**src/rtl/multicycle_exec_sched_pkg.sv**
```systemverilog
// Shared types and constants for the EX-stage multi-cycle scheduler.
// Build option: EXEC_TIMEOUT_EN enables the wait watchdog.
package multicycle_exec_sched_pkg;

    localparam int DATA_W_DEF         = 32;
    localparam int TIMEOUT_CYCLES_DEF = 64;

    localparam int ITYPE_W         = 13;
    localparam int ITYPE_DIVREM    = 7;
    localparam int ITYPE_FAISFLOAT = 10;
    localparam int ITYPE_FAISINT   = 11;

    typedef enum logic [2:0] {
        ST_IDLE     = 3'd0,
        ST_WAIT_DIV = 3'd1,
        ST_WAIT_FP  = 3'd2,
        ST_DONE     = 3'd3,
        ST_DRAIN    = 3'd4
    } sched_state_e;

    typedef enum logic {
        UNIT_DIV = 1'b0,
        UNIT_FP  = 1'b1
    } unit_e;

    function automatic logic is_wait(input sched_state_e s);
        return (s == ST_WAIT_DIV) || (s == ST_WAIT_FP);
    endfunction

endpackage

```
**src/rtl/multicycle_exec_sched_if.sv**
```systemverilog
// Pipeline/unit-facing signal bundle of the scheduler; slave = scheduler side.
// oTimeout exists only when EXEC_TIMEOUT_EN is defined.
interface multicycle_exec_sched_if
    import multicycle_exec_sched_pkg::*;
#(
    parameter int DATA_W = DATA_W_DEF
) ();

    logic                iValid;
    logic [ITYPE_W-1:0]  iInstrType;
    logic                iFlush;
    logic                iDivReady;
    logic [DATA_W-1:0]   iDivResult;
    logic                iFPALUReady;
    logic [DATA_W-1:0]   iFPResult;
    logic                oDivStart;
    logic                oFPALUStart;
    logic                oStall;
    logic                oResultValid;
    logic [DATA_W-1:0]   oResult;
    logic [1:0]          oBusy;
`ifdef EXEC_TIMEOUT_EN
    logic                oTimeout;
`endif

    modport slave (
        input  iValid, iInstrType, iFlush, iDivReady, iDivResult, iFPALUReady, iFPResult,
        output oDivStart, oFPALUStart, oStall, oResultValid, oResult, oBusy
`ifdef EXEC_TIMEOUT_EN
        , output oTimeout
`endif
    );

    modport master (
        output iValid, iInstrType, iFlush, iDivReady, iDivResult, iFPALUReady, iFPResult,
        input  oDivStart, oFPALUStart, oStall, oResultValid, oResult, oBusy
`ifdef EXEC_TIMEOUT_EN
        , input oTimeout
`endif
    );

endinterface

```
**src/rtl/multicycle_exec_sched_wait_timer.sv**
```systemverilog
// Watchdog for the scheduler wait states; expired_o is high while counting at TIMEOUT_CYCLES-1.
// Only instantiated when EXEC_TIMEOUT_EN is defined.
module exec_wait_timer #(
    parameter int TIMEOUT_CYCLES = 64
) (
    input  logic iCLK,
    input  logic iRST,
    input  logic clr_i,
    input  logic en_i,
    output logic expired_o
);

    localparam logic [7:0] LIMIT = 8'(TIMEOUT_CYCLES - 1);

    logic [7:0] cnt_q, cnt_d;

    always_comb begin
        cnt_d = cnt_q;
        if (clr_i) begin
            cnt_d = '0;
        end else if (en_i) begin
            cnt_d = cnt_q + 8'd1;
        end
    end

    always_ff @(posedge iCLK) begin
        if (iRST) begin
            cnt_q <= '0;
        end else begin
            cnt_q <= cnt_d;
        end
    end

    assign expired_o = en_i && (cnt_q == LIMIT);

endmodule

```
**src/rtl/multicycle_exec_sched.sv**
```systemverilog
// EX-stage scheduler for the DivRem unit and FP ALU: start pulse, stall, capture, flush drain.
// Build option: EXEC_TIMEOUT_EN adds a wait watchdog (exec_wait_timer) and the oTimeout pulse.
module multicycle_exec_sched
    import multicycle_exec_sched_pkg::*;
#(
    parameter int DATA_W         = DATA_W_DEF,
    parameter int TIMEOUT_CYCLES = TIMEOUT_CYCLES_DEF
) (
    input  logic                    iCLK,
    input  logic                    iRST,
    multicycle_exec_sched_if.slave  bus
);

    sched_state_e      state_q, state_d;
    unit_e             unit_q, unit_d;
    logic              div_start_q, div_start_d;
    logic              fp_start_q, fp_start_d;
    logic [DATA_W-1:0] result_q, result_d;
`ifdef EXEC_TIMEOUT_EN
    logic              timeout_q, timeout_d;
`endif

    logic              div_req, fp_req, any_req;
    logic              accept, waiting, draining;
    logic              unit_rdy;
    logic [DATA_W-1:0] unit_res;
    logic              wait_expired;

    assign div_req  = bus.iValid & bus.iInstrType[ITYPE_DIVREM];
    assign fp_req   = bus.iValid & (bus.iInstrType[ITYPE_FAISFLOAT] | bus.iInstrType[ITYPE_FAISINT]);
    assign any_req  = div_req | fp_req;
    assign waiting  = is_wait(state_q);
    assign draining = (state_q == ST_DRAIN);
    assign accept   = (state_q == ST_IDLE) && any_req && !bus.iFlush;

    // A ready seen while our own start pulse is still high belongs to a previous op.
    assign unit_rdy = (unit_q == UNIT_FP) ? (bus.iFPALUReady & ~fp_start_q)
                                          : (bus.iDivReady & ~div_start_q);
    assign unit_res = (unit_q == UNIT_FP) ? bus.iFPResult : bus.iDivResult;

`ifdef EXEC_TIMEOUT_EN
    exec_wait_timer #(
        .TIMEOUT_CYCLES (TIMEOUT_CYCLES)
    ) u_wait_timer (
        .iCLK      (iCLK),
        .iRST      (iRST),
        .clr_i     (accept),
        .en_i      (waiting | draining),
        .expired_o (wait_expired)
    );
`else
    assign wait_expired = 1'b0;
`endif

    always_comb begin
        state_d     = state_q;
        unit_d      = unit_q;
        result_d    = result_q;
        div_start_d = 1'b0;
        fp_start_d  = 1'b0;
`ifdef EXEC_TIMEOUT_EN
        timeout_d   = 1'b0;
`endif
        case (state_q)
            ST_IDLE: begin
                if (div_req && !bus.iFlush) begin
                    state_d     = ST_WAIT_DIV;
                    unit_d      = UNIT_DIV;
                    div_start_d = 1'b1;
                end else if (fp_req && !bus.iFlush) begin
                    state_d    = ST_WAIT_FP;
                    unit_d     = UNIT_FP;
                    fp_start_d = 1'b1;
                end
            end
            ST_WAIT_DIV, ST_WAIT_FP: begin
                // Flush beats a same-cycle ready; the result is dropped either way.
                if (bus.iFlush) begin
                    state_d = unit_rdy ? ST_IDLE : ST_DRAIN;
                end else if (unit_rdy) begin
                    result_d = unit_res;
                    state_d  = ST_DONE;
                end else if (wait_expired) begin
                    result_d = '0;
                    state_d  = ST_DONE;
`ifdef EXEC_TIMEOUT_EN
                    timeout_d = 1'b1;
`endif
                end
            end
            ST_DONE: begin
                state_d = ST_IDLE;
            end
            ST_DRAIN: begin
                if (unit_rdy || wait_expired) begin
                    state_d = ST_IDLE;
                end
            end
            default: begin
                state_d = ST_IDLE;
            end
        endcase
    end

    always_ff @(posedge iCLK) begin
        if (iRST) begin
            state_q     <= ST_IDLE;
            unit_q      <= UNIT_DIV;
            div_start_q <= 1'b0;
            fp_start_q  <= 1'b0;
            result_q    <= '0;
`ifdef EXEC_TIMEOUT_EN
            timeout_q   <= 1'b0;
`endif
        end else begin
            state_q     <= state_d;
            unit_q      <= unit_d;
            div_start_q <= div_start_d;
            fp_start_q  <= fp_start_d;
            result_q    <= result_d;
`ifdef EXEC_TIMEOUT_EN
            timeout_q   <= timeout_d;
`endif
        end
    end

    assign bus.oDivStart    = div_start_q;
    assign bus.oFPALUStart  = fp_start_q;
    assign bus.oResult      = result_q;
    assign bus.oResultValid = (state_q == ST_DONE) && !bus.iFlush;
    assign bus.oStall       = ((state_q == ST_IDLE) && any_req && !bus.iFlush)
                            | waiting
                            | (draining && any_req);
    assign bus.oBusy        = {(state_q == ST_WAIT_FP)  | (draining && (unit_q == UNIT_FP)),
                               (state_q == ST_WAIT_DIV) | (draining && (unit_q == UNIT_DIV))};
`ifdef EXEC_TIMEOUT_EN
    assign bus.oTimeout     = timeout_q;
`endif

    logic unused_itype;
    assign unused_itype = ^{bus.iInstrType[12], bus.iInstrType[9:8], bus.iInstrType[6:0]};

    a_req_exclusive: assert property (@(posedge iCLK) disable iff (iRST) !(div_req && fp_req));
    a_timeout_range: assert property (@(posedge iCLK) (TIMEOUT_CYCLES >= 2) && (TIMEOUT_CYCLES <= 256));

endmodule

```
**src/flat_wrapper.sv**
```systemverilog
// flat-port wrapper written by rule: the top's interface ports become plain ports
module multicycle_exec_sched_flat import multicycle_exec_sched_pkg::*;
#(
    parameter int DATA_W         = DATA_W_DEF,
    parameter int TIMEOUT_CYCLES = TIMEOUT_CYCLES_DEF
)
  (iCLK, iRST, bus_iValid, bus_iInstrType, bus_iFlush, bus_iDivReady, bus_iDivResult, bus_iFPALUReady, bus_iFPResult, bus_oDivStart, bus_oFPALUStart, bus_oStall, bus_oResultValid, bus_oResult, bus_oBusy);
  multicycle_exec_sched_if #(.DATA_W(DATA_W)) bus_i ();
  input  logic iCLK;
  input  logic iRST;
  input wire logic [$bits(bus_i.iValid)-1:0] bus_iValid;
  input wire logic [$bits(bus_i.iInstrType)-1:0] bus_iInstrType;
  input wire logic [$bits(bus_i.iFlush)-1:0] bus_iFlush;
  input wire logic [$bits(bus_i.iDivReady)-1:0] bus_iDivReady;
  input wire logic [$bits(bus_i.iDivResult)-1:0] bus_iDivResult;
  input wire logic [$bits(bus_i.iFPALUReady)-1:0] bus_iFPALUReady;
  input wire logic [$bits(bus_i.iFPResult)-1:0] bus_iFPResult;
  output wire logic [$bits(bus_i.oDivStart)-1:0] bus_oDivStart;
  output wire logic [$bits(bus_i.oFPALUStart)-1:0] bus_oFPALUStart;
  output wire logic [$bits(bus_i.oStall)-1:0] bus_oStall;
  output wire logic [$bits(bus_i.oResultValid)-1:0] bus_oResultValid;
  output wire logic [$bits(bus_i.oResult)-1:0] bus_oResult;
  output wire logic [$bits(bus_i.oBusy)-1:0] bus_oBusy;
  assign bus_i.iValid = bus_iValid;
  assign bus_i.iInstrType = bus_iInstrType;
  assign bus_i.iFlush = bus_iFlush;
  assign bus_i.iDivReady = bus_iDivReady;
  assign bus_i.iDivResult = bus_iDivResult;
  assign bus_i.iFPALUReady = bus_iFPALUReady;
  assign bus_i.iFPResult = bus_iFPResult;
  assign bus_oDivStart = bus_i.oDivStart;
  assign bus_oFPALUStart = bus_i.oFPALUStart;
  assign bus_oStall = bus_i.oStall;
  assign bus_oResultValid = bus_i.oResultValid;
  assign bus_oResult = bus_i.oResult;
  assign bus_oBusy = bus_i.oBusy;
  multicycle_exec_sched #(.DATA_W(DATA_W), .TIMEOUT_CYCLES(TIMEOUT_CYCLES)) u_core (.iCLK(iCLK), .iRST(iRST), .bus(bus_i));
endmodule
```
**config.mk**
```make
export PLATFORM = sky130hd
export DESIGN_NAME = multicycle_exec_sched_flat
export DESIGN_NICKNAME = d
export VERILOG_FILES = /design/src/rtl/multicycle_exec_sched_pkg.sv /design/src/rtl/multicycle_exec_sched_if.sv /design/src/rtl/multicycle_exec_sched_wait_timer.sv /design/src/rtl/multicycle_exec_sched.sv /design/src/flat_wrapper.sv
export SDC_FILE = /design/constraint.sdc
export NUM_CORES = 1
export LEC_CHECK = 0
export CORE_MARGIN = 5
export CORE_UTILIZATION = 35
export CTS_BUF_LIST = sky130_fd_sc_hd__clkbuf_4
export DETAILED_ROUTE_END_ITERATION = 10
export GPL_TIMING_DRIVEN = 0
export PLACE_DENSITY_LB_ADDON = 0.1
export SYNTH_ARGS = -nofsm -noshare
export SYNTH_HDL_FRONTEND = slang
export SYNTH_HIERARCHICAL = 1
export SYNTH_SLANG_ARGS = --single-unit
```
**constraint.sdc**
```tcl
create_clock -name iCLK -period 2 [get_ports iCLK]
set_clock_uncertainty 0.15 [all_clocks]
set_input_delay 0.2 -clock iCLK [delete_from_list [all_inputs] [get_ports iCLK]]
set_output_delay 0.2 -clock iCLK [all_outputs]
set_load 0.01 [all_outputs]
```
Yosys cells after proc, flatten, opt, wreduce, memory -nomap -nowiden
Index checks and enable logic that the tools add are counted.
{"block": "totals", "register_bits": 38, "input_bits": 83, "word_cells": 58}
{"block": "classes", "eq_ne": 7, "muxes": 13, "n_bitwise": 15, "n_reduce_logical": 18}
{"op": "32-bit two-way mux", "n": 1}
{"op": "3-bit two-way mux", "n": 6}
{"op": "3-bit case mux with 3 select lines", "n": 1}
{"op": "1-bit logical AND", "n": 8}
{"op": "3-bit by 2-bit equality test with 1-bit output, second input constant", "n": 2}
{"op": "1-bit OR", "n": 6}
{"op": "3-bit AND reduction", "n": 2}
{"op": "1-bit two-way mux", "n": 5}
{"op": "1-bit NOT", "n": 5}
{"op": "1-bit bitwise AND", "n": 4}
{"op": "2-bit OR reduction", "n": 2}
{"op": "3-bit by 1-bit equality test with 1-bit output, second input constant", "n": 1}
{"op": "3-bit equality test, second input constant", "n": 1}
{"op": "3-bit zero test", "n": 1}
{"op": "3-bit by 1-bit inequality test with 1-bit output, second input constant", "n": 1}
{"op": "3-bit by 2-bit inequality test with 1-bit output, second input constant", "n": 1}
{"op": "3-bit OR reduction", "n": 1}
{"op": "2-bit inequality test, second input constant", "n": 1}
{"op": "2-bit AND reduction", "n": 1}
{"op": "2-bit nonzero test", "n": 1}
{"op": "1-bit zero test", "n": 1}
{"op": "1-bit logical OR", "n": 1}

Longest topological paths before layout
Gate-level depths: netlist of run 1.
{"block": "depth", "depth_word": 7, "depth_mapped": 6, "depth_no_buf": 4}

Least setup slack after synthesis of run 1
No wires, ideal clock.
{"block": "synth_path", "path_kind": "register to register", "startpoint": "register u_core.unit_q", "endpoint": "register u_core.result_q[0] (netlist: u_core/bus.oResult[0])", "setup_ns": 0.146, "t_arrival_ns": 1.830, "required_time_ns": 1.704, "slack_ns": -0.127, "path_stages_with_launch": 6, "synth_period_minus_slack_ns": 2.127, "cell_sequence": "dfxtp_1 buf_2 or3b_4 a2111oi_4 buf_4 a211oi_2"}
{"block": "synth_between", "elab_chain_len": 2}
{"element": "start, declared", "line_no": "multicycle_exec_sched.sv:15", "text": "unit_e unit_q, unit_d;"}
{"element": "start signal, assigned", "line_no": "multicycle_exec_sched.sv:117", "text": "unit_q <= unit_d;"}
{"element": "1-bit two-way mux", "line_no": "multicycle_exec_sched.sv:37", "text": "assign unit_rdy = (unit_q == UNIT_FP) ? (bus.iFPALUReady & ~fp_start_q)"}
{"element": "3-bit AND reduction (no line)"}
{"element": "end signal, assigned", "line_no": "multicycle_exec_sched.sv:120", "text": "result_q <= result_d;"}
{"element": "end, declared", "line_no": "multicycle_exec_sched.sv:18", "text": "logic [DATA_W-1:0] result_q, result_d;"}
Several ways; a longest one is shown, not always the timed one.
A chain may end at the register's enable or synchronous reset.

Worst setup path in the final report of run 1
{"block": "layout_path", "startpoint": "register u_core.state_q[0]", "endpoint": "output port bus_oStall"}
{"block": "layout_between", "elab_chain_len": 5}
{"element": "start, declared", "line_no": "multicycle_exec_sched.sv:14", "text": "sched_state_e state_q, state_d;"}
{"element": "start signal, assigned", "line_no": "multicycle_exec_sched.sv:116", "text": "state_q <= state_d;"}
{"element": "3-bit zero test"}
{"element": "1-bit logical AND (2 in series)"}
{"element": "1-bit OR", "line_no": "multicycle_exec_sched.sv:132", "text": "| waiting"}
{"element": "1-bit OR *", "line_no": "multicycle_exec_sched.sv:133", "text": "| (draining && any_req);"}
{"element": "end, declared", "line_no": "flat_wrapper.sv:20", "text": "output wire logic [$bits(bus_i.oStall)-1:0] bus_oStall;"}
Every way passes the cells marked *; elsewhere a longest branch is shown, timed or not.

==> results of run 1 <==
-- cell type report --
type	count	area, sq um	share of cell area
repair buffers	117	1187	0.3486
multi-input cells	143	1170	0.3435
flip-flops and latches	38	767.0	0.2252
plain buffers	16	131.4	0.03857
well taps	72	90.09	0.02645
clock buffers	7	52.55	0.01543
inverters	2	7.507	0.002204
-- flip-flops by register name (all words and copies together) (netlist names) --
| register | count |
|---|---|
| u_core/bus.oResult | 32 |
| u_core/state_q | 3 |
| u_core/bus.oDivStart | 1 |
| u_core/bus.oFPALUStart | 1 |
| u_core/unit_q | 1 |
-- cells in the mapped netlist, types with 2 or more instances --
cell,n
a2111oi_0,2
a211oi_1,4
a211oi_2,28
a21oi_1,6
a221oi_1,2
buf_4,3
buf_6,3
clkbuf_1,9
dfxtp_1,38
inv_1,2
mux2i_1,32
nand2_1,3
nand3_1,2
nor2_1,40
nor2b_1,5
nor3_1,3
nor4_1,2
o32ai_1,2
-- final timing paths --
| kind | from | to | slack (ns) | cells after the start |
|---|---|---|---|---|
| worst max-delay path | u_core/state_q[0] | bus_oStall | 0.09 | 4 |
| worst min-delay path | iRST | u_core/bus.oResult[19] | 0.20 | 2 |
| worst max register to register | u_core/unit_q | u_core/bus.oResult[5] | 0.09 | 6 |
| worst min register to register | u_core/bus.oResult[19] | u_core/bus.oResult[19] | 0.35 | 2 |
-- power groups by stage --
| stage | combinational, mW | clock (mW) | sequential, mW |
|---|---|---|---|
| detailed placement | 0.706 | 0 | 0.867 |
| global placement | 0.700 | 0 | 0.865 |
| finish | 0.743 | 0.396 | 0.852 |
| CTS | 0.729 | 0.417 | 0.851 |
| floorplan | 0.343 | 0 | 0.892 |
| global route | 0.807 | 0.445 | 0.862 |
-- metal layers --
metal,up-vias,share of wire,GRT usage
met4,0,0.0094,0.03885
met1,867,0.42,0.1929
met3,7,0.11,0.06796
met2,74,0.46,0.2394
met5,-,0,0
li1,977,-,-
-- kinds of logic (layout without fill, tap and decap cells) --
logic type      after synthesis  count (layout)
simple gates                 62              62
compound gates               48              48
flops                        38              38
mux                          32              32
buf+inv                      19             142
xor+xnor                      1               1
-- cell usage in the layout (no fill, tap or decap), types with 2 or more instances in the layout --
cell / synthesis / layout
a211oi_1: 4 / 4
a211oi_2: 28 / 28
a21oi_1: 6 / 6
a221oi_1: 2 / 2
buf_4: 3 / 6
buf_6: 3 / 5
buf_8: 0 / 3
clkbuf_1: 9 / 6
clkbuf_4: 0 / 9
clkdlybuf4s50_1: 0 / 105
dfxtp_1: 38 / 35
dfxtp_2: 0 / 2
dlygate4sd2_1: 0 / 3
inv_1: 2 / 2
mux2i_1: 32 / 32
nand2_1: 3 / 3
nand3_1: 2 / 2
nor2_1: 40 / 34
nor2_2: 0 / 6
nor2b_1: 5 / 3
nor2b_4: 0 / 2
nor3_1: 3 / 3
nor4_1: 2 / 2
-- repair_timing --
| action | CTS | global route |
|---|---|---|
| setup endpoints to repair | 36 | 23 |
| setup buffers | 6 | 0 |
| endpoints found under the hold margin | 0 | 0 |
| pin swaps | 2 | 16 |
| gates resized for setup | 23 | 12 |
| gates cloned | 1 | 1 |
==> out/qor.csv, run 1 <==
stage,metric,value,unit
outcome,status,"finished, final reports clean",
timing,Period minus WS final,1.909,ns
floorplan,Die Ht,85.47,um
critical_path,Worst Setup Start Kind,flip-flop,
timing,slew margin rel.,0.4902,
floorplan,FP Rows,27,
logic_synthesis,area share of the largest cell type after synthesis,0.3817,
placement,dpl hpwl,4317,um
critical_path,critical path's largest stage delay,0.37,ns
critical_path,CP endpoint kind,output pin,
pwr,clock power share,0.199,
floorplan,Core Box Area,5507,sq um
cells_and_area,nets,406,
clocking,CTS hold repair buffers,0,
placement,pre-CTS setup slack,-0.5222,ns
pwr,pwr dens,584.5,nW/um^2
timing,fmax,0.5238,GHz
clocking,CTS tree,built,
logic_synthesis,Mapped Area,1993,sq um
logic_synthesis,adder-cell area share of the yosys netlist,0,
timing,Slew Limit Fails,0,
timing,Setup Viol. Count Final,0,
global_routing,first-pass GRT wire length,9121,um
critical_path,Worst EP required,1.65,ns
logic_synthesis,mux contribution to synthesized area,0.1607,
pwr,combinational cell fraction of total power,0.373,
logic_synthesis,sequential share of the synthesized area,0.3817,
placement,Port Buf Inserts,109,
global_routing,initial antenna violation count,0,
clocking,CTS Buf Count,5,
pwr,Power Internal,1.397,mW
timing,Hold Slack,0.2008,ns
critical_path,cell family with most CP delay,flip-flops,
logic_synthesis,leading area contributor after synthesis,dfxtp_1,
critical_path,Worst Path Max Fanout,10,
floorplan,DIE AREA,7304,sq um
critical_path,slowest CP cell,dfxtp_2,
cells_and_area,area growth from synthesis to layout,70.87,%
clocking,clock-pin slew on the worst setup and hold paths,0.10,ns
clocking,H-tree lvl count,2,
clocking,clk buf depth,2,
worst_hold_path,min-delay worst type,in -> reg,
detailed_routing,WL per Instance,14.55,um
detailed_routing,vias per std cell,4.873,
detailed_routing,First-pass DRT Iterations,4,
cells_and_area,diode count,0,
placement,GP Congestion,0.9176,
logic_synthesis,Post-synth EDFFs,0,
global_routing,gr ovfl total,0,
floorplan,Die W,85.47,um
pwr,Sequential Power Share,0.428,
critical_path,Buf/Inv on CP,2,
cells_and_area,Fillers,500,
timing,Worst Tran Pin Value,0.7647,ns
cells_and_area,layout cells sized above 1,0.2167,
detailed_routing,"antenna viol nets, final",0,
detailed_routing,DR vias,1925,
floorplan,IO Pins,121,
logic_synthesis,Post-Syn Area per Cell,9.966,sq um
logic_synthesis,synth top area cells,"dfxtp_1, a211oi_2, mux2i_1",
flow_run,max cap viols,0,
logic_synthesis,ys async rst share,0,
pwr,P_leak,1.155,nW
cells_and_area,"non-filler cells, final",395,
global_routing,number of global-route vias before repair,1888,
detailed_routing,DRC viols,0,
timing,"Hold Vio Cnt, Final",0,
logic_synthesis,Cell variety after synth,32,
timing,Setup WS post-layout,0.09089,ns
critical_path,CP cell instances,clkbuf_4 > or2_2 > o32ai_2 > buf_2,
pwr,Psw,593.5,uW
clocking,Clock Tree Root,clkbuf_4,
placement,area post-placement,3199,sq um
logic_synthesis,Yosys Warn Count,6,
timing,period utilisation layout,0.9546,
timing,RSZ-0062 raised after global routing,yes,
logic_synthesis,largest family of logic cells by synthesized area,compound AO/OA/AOI/OAI gates,
critical_path,Critical Path AT,1.56,ns
critical_path,WS Path Type,reg -> out,
pwr,Peak VDD IR,320.8,uV
global_routing,largest net degree at the start of global routing,11,
pwr,Design Power,1.991,mW
timing,Post-Route Setup TNS,0,ns
logic_synthesis,post-synthesis compound-gate area fraction,0.2567,
logic_synthesis,simple-gate area share of the yosys netlist,0.1431,
logic_synthesis,XOR/XNOR Fraction of Synth Area,0.004394,
cells_and_area,Finished Cell Area,3406,sq um
placement,Placed Instances,381,
detailed_routing,WL final,5749,um
detailed_routing,DR iter-0 viols,55,
logic_synthesis,Seq cells post-synth,38,
floorplan,starting density of the core,0.3620,
logic_synthesis,predominant post-synthesis flop cell,dfxtp_1,
clocking,clock sink total,38,
global_routing,total track usage,0.1534,
logic_synthesis,syn nets,283,
clocking,"Clk Latency, worst-skew pair",0.32,ns
pwr,Net Sw Frac,0.2981,
cells_and_area,final core utilization,0.6185,
logic_synthesis,Post-Syn Instances,200,
(Power assumes the default switching activity.)
==> inputs of run 2 (changes only) <==
- CORE_ASPECT_RATIO: default -> 0.6
- HOLD_SLACK_MARGIN: default -> 0.12
==> run 2 against run 1 <==
Sequential power increased by 0.8%. Clock power fell by 5.3%. Register-to-register slack worse by 0.05 ns. Total power rose by 2.3%. Setup slack worse by 0.045 ns. Hold slack improved by 0.0064 ns. Wire length increased by 9.9%. Combinational power rose by 8.1%. Largest power group unchanged. Highest routed layer unchanged.
==> out/qor.csv, run 2 (same netlist as run 1, synthesis figures left out) <==
stage,metric,value,unit
outcome,status,"finished, final reports clean",
placement,pre-CTS setup slack,-0.5637,ns
floorplan,Die Ht,68.46,um
placement,Port Buf Inserts,109,
clocking,CTS tree,built,
critical_path,CP endpoint kind,flip-flop,
detailed_routing,First-pass DRT Iterations,4,
detailed_routing,vias per std cell,4.875,
critical_path,Worst Path Max Fanout,8,
flow_run,max cap viols,0,
cells_and_area,nets,411,
pwr,clock power share,0.184,
pwr,Peak VDD IR,257.5,uV
placement,area post-placement,3209,sq um
pwr,Psw,630.4,uW
critical_path,WS Path Type,reg -> reg,
timing,Period minus WS final,1.954,ns
clocking,"Clk Latency, worst-skew pair",0.33,ns
floorplan,FP Rows,21,
cells_and_area,most frequent cells in the layout,"clkdlybuf4s50_1, dfxtp_1, mux2i_1",
global_routing,number of global-route vias before repair,1991,
critical_path,slowest CP cell,or3b_4,
pwr,pwr dens,569.6,nW/um^2
timing,Setup Viol. Count Final,0,
timing,Worst Tran Pin Value,0.7393,ns
global_routing,total track usage,0.1671,
timing,slew margin rel.,0.5072,
floorplan,IO Pins,121,
clocking,clk buf depth,2,
critical_path,Buf/Inv on CP,3,
detailed_routing,WL per Instance,15.45,um
floorplan,Core Box Area,5544,sq um
timing,RSZ-0062 raised after global routing,yes,
timing,Setup WS post-layout,0.04584,ns
critical_path,Worst Setup Start Kind,flip-flop,
cells_and_area,diode count,0,
timing,fmax,0.5117,GHz
critical_path,reg2reg setup slack,0.05,ns
cells_and_area,most common library cell in the layout ignoring fill and taps,clkdlybuf4s50_1,
timing,period utilisation layout,0.9771,
cells_and_area,area growth from synthesis to layout,79.41,%
global_routing,largest net degree at the start of global routing,12,
pwr,Net Sw Frac,0.3095,
floorplan,starting density of the core,0.3595,
detailed_routing,DR vias,1994,
detailed_routing,DR iter-0 viols,63,
pwr,Sequential Power Share,0.422,
worst_hold_path,min-delay worst type,in -> reg,
clocking,H-tree lvl count,2,
clocking,CTS Buf Count,5,
floorplan,Die W,107.4,um
critical_path,critical path's largest stage delay,0.39,ns
timing,"Hold Vio Cnt, Final",0,
detailed_routing,"antenna viol nets, final",0,
critical_path,WP depth,7,
critical_path,cell family with most CP delay,compound AO/OA/AOI/OAI gates,
timing,Post-Route Setup TNS,0,ns
critical_path,Worst EP required,2.11,ns
pwr,Power Internal,1.406,mW
global_routing,initial antenna violation count,0,
global_routing,first-pass GRT wire length,9625,um
detailed_routing,WL final,6318,um
critical_path,FF-to-FF path depth,7,
clocking,clock sink total,38,
detailed_routing,DRC viols,0,
worst_hold_path,Hold Crit Depth,2,
pwr,combinational cell fraction of total power,0.394,
placement,GP Congestion,0.8607,
placement,dpl hpwl,4583,um
timing,Slew Limit Fails,0,
critical_path,Critical Path AT,2.07,ns
cells_and_area,max FFs per register,32,
critical_path,CP cell instances,or3b_4 > a2111oi_4 > buf_4 > buf_12 > buf_8 > nor2_1 > a211oi_2,
cells_and_area,layout cells sized above 1,0.2523,
pwr,P_leak,1.218,nW
cells_and_area,Finished Cell Area,3576,sq um
timing,Hold Slack,0.2072,ns
clocking,clock-pin slew on the worst setup and hold paths,0.11,ns
clocking,Clock Tree Root,clkbuf_4,
floorplan,DIE AREA,7354,sq um
pwr,Design Power,2.037,mW
global_routing,gr ovfl total,0,
## run 2: cell types whose count changed in the layout (fill, tap and decap cells not counted), sizes merged
cell	delta
buf	+3
clkinv	+3
## run 2: power groups by stage
stage          combinational, mW  sequential [mW]  clock, mW
3_3_place_gp               0.701            0.866          0
2_1_floorplan              0.343            0.892          0
5_1_grt                    0.862            0.867      0.443
4_1_cts                    0.757            0.855      0.389
3_5_place_dp               0.707            0.868          0
6_report                   0.803            0.859      0.375
## run 2: worst paths after layout
check                            to                    from
min reg2reg  u_core/bus.oResult[19]  u_core/bus.oResult[19]
max           u_core/bus.oResult[8]           u_core/unit_q
min               u_core/state_q[2]                    iRST
max reg2reg   u_core/bus.oResult[8]           u_core/unit_q
## run 2: per-layer routing
metal	wire, um	part of all wire	global-route usage	vias up
met5	0	0	0	-
met4	82	0.013	0.04724	0
met3	509	0.081	0.06692	9
met2	2847	0.45	0.2617	71
met1	2879	0.46	0.2150	923
li1	-	-	-	991
## run 2: stage by stage
stage	cells	utilization
2_1_floorplan	200	-
3_3_place_gp	389	0.5789
3_5_place_dp	389	0.5789
4_1_cts	405	0.6179
5_1_grt	409	0.6450
6_report	409	0.6450
## run 2: area by class of cell
cell class | count | area [sq um]
Buffer | 16 | 170.2
Clock buffer | 5 | 37.54
Clock inverter | 3 | 11.26
Fill cell | 491 | 1968
Inverter | 2 | 7.507
Multi-Input combinational cell | 143 | 1195
Sequential cell | 38 | 767.0
Tap cell | 80 | 100.1
Timing Repair Buffer | 122 | 1287
## run 2: what timing repair did
item / CTS / global route
setup endpoints to repair: 36 / 34
pin swaps: 9 / 14
endpoints found under the hold margin: 0 / 0
cloned: 2 / 2
buffers inserted: 7 / 2
hold buffers: 0 / 0
resized for setup: 33 / 20
